--- src/rtl/bcd_decoder.sv ---
// bcd_decoder: iterative reverse double-dabble converter.
// Converts a packed 3-digit BCD value to a 10-bit binary value in 10 clocks.
// Handshake: start (accepted only while idle), busy, one-cycle done pulse.
// Optional feature macro: BCD_DIGIT_CHECK_EN. When defined, a start with any
// nibble above 9 is rejected with done+error one clock later. When undefined,
// error is tied low and invalid nibbles run through the normal algorithm.
module bcd_decoder (
    input  logic        clk,
    input  logic        rst,
    input  logic        start,
    input  logic [11:0] BCDIn,
    output logic [9:0]  BinaryOut,
    output logic        busy,
    output logic        done,
    output logic        error
);

    typedef enum logic {StIdle, StConv} state_t;

    state_t      state_q, state_d;
    logic [3:0]  cnt_q, cnt_d;
    logic [21:0] work_q, work_d;
    logic [21:0] work_step;
    logic [9:0]  bin_q, bin_d;
    logic        busy_q, busy_d;
    logic        done_q, done_d;

`ifdef BCD_DIGIT_CHECK_EN
    logic        err_q, err_d;
    // Rejected start waiting to report done+error on the following edge.
    logic        pend_q, pend_d;
    logic        digit_bad;

    assign digit_bad = (BCDIn[11:8] > 4'd9) || (BCDIn[7:4] > 4'd9) || (BCDIn[3:0] > 4'd9);
`endif

    // One iteration: shift right, then subtract 3 from every BCD nibble >= 8.
    function automatic logic [21:0] iterate(input logic [21:0] w);
        logic [21:0] s;
        s = w >> 1;
        for (int i = 0; i < 3; i++) begin
            if (s[10 + 4 * i + 3]) begin
                s[10 + 4 * i +: 4] = s[10 + 4 * i +: 4] - 4'd3;
            end
        end
        return s;
    endfunction

    // Next-state and output logic for the idle/convert controller.
    always_comb begin
        state_d   = state_q;
        cnt_d     = cnt_q;
        work_d    = work_q;
        bin_d     = bin_q;
        busy_d    = busy_q;
        done_d    = 1'b0;
        work_step = iterate(work_q);
`ifdef BCD_DIGIT_CHECK_EN
        err_d     = err_q;
        pend_d    = pend_q;
`endif
        case (state_q)
            StIdle: begin
`ifdef BCD_DIGIT_CHECK_EN
                if (pend_q) begin
                    pend_d = 1'b0;
                    done_d = 1'b1;
                    err_d  = 1'b1;
                    bin_d  = '0;
                end else if (start) begin
                    err_d = 1'b0;
                    if (digit_bad) begin
                        pend_d = 1'b1;
                    end else begin
                        state_d = StConv;
                        work_d  = {BCDIn, 10'b0};
                        cnt_d   = '0;
                        busy_d  = 1'b1;
                    end
                end
`else
                if (start) begin
                    state_d = StConv;
                    work_d  = {BCDIn, 10'b0};
                    cnt_d   = '0;
                    busy_d  = 1'b1;
                end
`endif
            end
            StConv: begin
                work_d = work_step;
                cnt_d  = cnt_q + 4'd1;
                if (cnt_q == 4'd9) begin
                    bin_d   = work_step[9:0];
                    done_d  = 1'b1;
                    busy_d  = 1'b0;
                    cnt_d   = '0;
                    state_d = StIdle;
`ifdef BCD_DIGIT_CHECK_EN
                    err_d   = 1'b0;
`endif
                end
            end
            default: begin
                state_d = StIdle;
                busy_d  = 1'b0;
            end
        endcase
    end

    // State register; reset abandons any conversion without a done pulse.
    always_ff @(posedge clk or posedge rst) begin
        if (rst) begin
            state_q <= StIdle;
            cnt_q   <= '0;
            work_q  <= '0;
            bin_q   <= '0;
            busy_q  <= 1'b0;
            done_q  <= 1'b0;
`ifdef BCD_DIGIT_CHECK_EN
            err_q   <= 1'b0;
            pend_q  <= 1'b0;
`endif
        end else begin
            state_q <= state_d;
            cnt_q   <= cnt_d;
            work_q  <= work_d;
            bin_q   <= bin_d;
            busy_q  <= busy_d;
            done_q  <= done_d;
`ifdef BCD_DIGIT_CHECK_EN
            err_q   <= err_d;
            pend_q  <= pend_d;
`endif
        end
    end

    assign BinaryOut = bin_q;
    assign busy      = busy_q;
    assign done      = done_q;
`ifdef BCD_DIGIT_CHECK_EN
    assign error     = err_q;
`else
    assign error     = 1'b0;
`endif

endmodule

--- config.mk ---
export PLATFORM = sky130hd
export DESIGN_NAME = bcd_decoder
export DESIGN_NICKNAME = d
export VERILOG_FILES = /design/src/rtl/bcd_decoder.sv
export SDC_FILE = /design/constraint.sdc
export NUM_CORES = 1
export LEC_CHECK = 0
export BUFFER_PORTS_ARGS = -buffer_cell sky130_fd_sc_hd__buf_2
export CORE_MARGIN = 2
export CORE_UTILIZATION = 49
export DETAILED_ROUTE_END_ITERATION = 12
export GPL_TIMING_DRIVEN = 1
export HOLD_SLACK_MARGIN = 0.1
export PLACE_DENSITY = 0.71
export SYNTH_ARGS = -nofsm -noshare
export SYNTH_HDL_FRONTEND = slang
export SYNTH_SLANG_ARGS = --single-unit
--- constraint.sdc ---
create_clock -name clk -period 2.15 [get_ports clk]
set_clock_uncertainty 0.1 [all_clocks]
set_input_delay 0.215 -clock clk [delete_from_list [all_inputs] [get_ports clk]]
set_output_delay 0.215 -clock clk [all_outputs]
set_load 0.02 [all_outputs]
After elaboration in Yosys (flattened, before gate mapping)
Index checks and enable logic that the tools add are counted.
Operators by class
  $add $sub $neg: 3
  equal/unequal tests: 3
  mux-type cells: 15
  bitwise operators: 1
  reductions and logical operators: 2
Operators with widths (count)
  $pmux 22 s2: 1
  $mux 22: 1
  $mux 4: 4
  $pmux 4 s2: 1
  $sub 4x2->4 const B: 2
  $mux 1: 6
  $add 4x1->4 const B: 1
  $eq 4x4->1 const B: 1
  $pmux 1 s2: 2
  $reduce_and 2->1: 2
  $ne 2x1->1 const B: 1
  $ne 2x2->1 const B: 1
  $not 1->1: 1
Word-level totals
  register bits: 39
  logic and storage cells: 30

Longest topological paths before layout
  depth in word-level cells: 3
  depth in mapped cells: 6

Worst setup path before layout
Ideal clock, no wire load.
  path type: register to register
  from: reg cnt_q[0]
  to: reg bin_q[0] (netlist: BinaryOut[0])
  setup time: 0.125 ns
  data arrival time: 1.296 ns
  setup slack: 0.629 ns
  stages on the path, launching flop included: 5
  buffers on the path: 0
  path through: dfrtp_1 -> ha_1 -> and3b_2 -> nand2_8 -> mux2_2
Between the ends
  cells in the longest elaborated chain, start to end: 2
RTL lines
  start: declaration: line 21  | logic [3:0] cnt_q, cnt_d;
  start signal: assignment: line 126  | cnt_q <= cnt_d;
  $eq 4x4->1: line 93  | if (cnt_q == 4'd9) begin
  $reduce_and 2->1 (no source line)
  end signal: assignment: line 128  | bin_q <= bin_d;
  end: declaration: line 24  | logic [9:0] bin_q, bin_d;
No other way between the ends.
A chain may end at the register's enable or synchronous reset.

Worst setup path after layout
  from: reg cnt_q[1]
  to: reg bin_q[8] (netlist: BinaryOut[8])
Same word-level chain as after synthesis.

==> metrics <==
DRC errors left 0; GP Congestion 0.736; CP bufs+invs 2; CP Cell Sequence inv_1 -> ha_1 -> and3b_2 -> nand2_8 -> inv_6 -> mux2_4; most numerous cell in the Yosys netlist dfrtp_1; Final setup viols 0; Max clock buf depth 2; predominant post-synthesis flop cell dfrtp_1; initial antenna violation count 0; Distinct cells, synth 28; Worst-path clk slew 110 ps; slew margin rel. 63.6%; DP Area 0.00190 mm²; CTS root buf clkbuf_4; Cell Rows 21; Die H 63.7 µm; global-route wire length before repair 5.59 mm; worst r2r src cnt_q[1]; Synth-to-Final Area Change 21.2%; DP Cell Count 224; worst-margin pin slew 546 ps; Min Clock Period, post-route 1650 ps; CP delay by family, top flip-flops; post-synthesis sequential area ratio 54.4%; CTS tree done; Clock Latency Late Sink 340 ps; Port-buffer cells 26; fmax 606 MHz; Yosys top cell area share 54.4%; gr ovfl total 0; routed wire length 3.11 mm; Power Total 2740 µW; layout cells sized above 1 26.4%; DP Wirelength 2.03 mm; core area 0.00339 mm²; Die Area 0.00406 mm²; max-slew violation count 0; most common library cells after synthesis 38 x dfrtp_1, 30 x nand2_1, 17 x o21ai_0, 9 x mux2i_1; total negative slack 0 ps; Syn Area/Cell 11.0 µm²; Startpoint Class flop; CP startpoint cnt_q[1]; n_diodes 0; post-synth top area cell dfrtp_1; Finished Layout Cells 243; wire per inst 12.8 µm; htree depth 2; io pins 28; Largest stage delay, worst path 430 ps; chip width 63.7 µm; yosys warns 0; r2r setup slk 500 ps; largest net degree at the start of global routing 39; Fin. Hold Viols 0; Req. time, crit path 2290 ps; number of clock buffers inserted by TritonCTS 5; Setup crit end kind flop; Power per Cell Area 1290 mW/mm²; ANT nets after route 0; maxcap violations 0; Post-Layout Inst Area 0.00212 mm²; unrepaired setup endpoints after global routing false; Syn Inst Count 159; Clk pwr share 23.0%; Levels on crit path 6; Switching Fraction 34.1%; Yosys reg bits 38; Total Nets Final 215; power share of the combinational group 32.2%; critical path's slowest cell dfrtp_1; Psw 935 µW; critical path type reg -> reg; peak supply drop 0.000591 V; Synthesized Nets 178; ys async rst share 100%; status finished clean; worst min path class in -> reg; post-layout util 62.5%; TritonRoute pass-1 iters 5; worst-path maximum fanout 9; 1st-iter DRT viols 59; gr usage total 17.8%; Worst R2R End BinaryOut[8]; CP arrival 1790 ps; synthesized area 0.00175 mm²; synth top area cells dfrtp_1 54%, nand2_1 6.4%, mux2i_1 5.2%, mux2_2 5.2%, o21ai_0 4.9%; Post-synth EDFFs 0; # resized after CTS 0; Power Internal 1810 µW; fin crit share 76.7%; Reg2Reg Depth 6; vias in the first global route 1245; leakage dissipation 0.00103 µW; detailed-route via count 1271; Vias/cell 5.23; number of clock sinks 38; CP endpoint BinaryOut[8]; Sequential Power Share 44.8%; Initial Utilization 51.6%
-- routing by layer --
metal / GRT usage (%) / vias to the layer above / share of wire (%)
li1: - / 613 / -
met1: 23.0 / 622 / 47
met2: 28.8 / 30 / 47
met3: 5.46 / 6 / 4.6
met4: 5.98 / 0 / 1.2
met5: 0 / - / 0
-- registers in the layout, indices dropped and copies added (netlist names) --
name	flops
state_q	1
work_q	21
done	1
cnt_q	4
busy	1
BinaryOut	10
-- tightest hold or removal path: cells and delay by family --
kind / cells / cell delay, ps
compound gates: 1 / 170
buf+inv: 1 / 80
mux: 1 / 50
-- worst min-delay path by stage --
stage                    from      endpoint  slack (ps)  cells past startpoint
floorplan           BCDIn[11]    work_q[21]         270                      2
global placement          rst  BinaryOut[4]         240                      3
detailed placement        rst  BinaryOut[5]         250                      3
CTS                  BCDIn[3]    work_q[13]         110                      4
global route         BCDIn[0]    work_q[10]         120                      3
finish               BCDIn[0]    work_q[10]         110                      3
-- through the flow --
stage	hold WS, ps	setup slack, ps
6_report	115	500
5_1_grt	118	393
4_1_cts	106	505
3_5_place_dp	250	519
3_3_place_gp	242	561
2_1_floorplan	271	629
-- repair_timing --
| item | in CTS | in global routing |
|---|---|---|
| hold buffers | 11 | 0 |
| endpoints found under the hold margin | 48 | 0 |
| setup endpoints to repair | 0 | 0 |
| setup buffers | 0 | 0 |
-- placed cells by master, fill, tap and decap left out, drive strengths merged --
master,netlist,layout
a211oi,4,4
a21oi,8,8
and3b,1,1
and4bb,1,1
buf,8,28
bufinv,0,2
clkbuf,1,6
conb,1,1
dfrtp,38,38
dlygate4sd3,0,11
ha,4,4
inv,4,4
mux2,10,10
mux2i,9,9
nand2,31,31
nand3b,1,1
nor2,5,5
nor2b,7,7
o21ai,17,17
o221a,1,1
o22ai,1,1
o31ai,1,1
o32ai,1,1
xnor2,2,2
xor2,3,3
-- area by class of cell --
type                       instances  area [µm²]
sequential                        38         951
fill                             275        1270
timing repair buffer              39         255
clock inverter                     2        60.1
tap                               46        57.6
clock buffer                       6        51.3
multi-input combinational        108         724
inverter                           4        20.0
-- cell families (layout without fill, tap and decap cells) --
kind of cell	Yosys count	after routing	share of synthesized area, %
AND/OR/NAND/NOR	46	46	13.0
AO/OA/AOI/OAI	33	33	10.8
adder cells (fa/ha/maj)	4	4	2.86
buffers and inverters	13	51	4.22
flip-flops	38	38	54.4
other	1	1	0.214
multiplexers	19	19	12.0
XOR/XNOR	5	5	2.50
-- power by group through the flow --
stage | sequential, µW | combinational [µW] | clock (µW)
after CTS | 1230 | 899 | 643
after floorplan | 1300 | 577 | 0
after global placement | 1230 | 842 | 0
after detailed placement | 1240 | 872 | 0
after global routing | 1280 | 992 | 680
final | 1230 | 882 | 631
(Power assumes the default switching activity.)
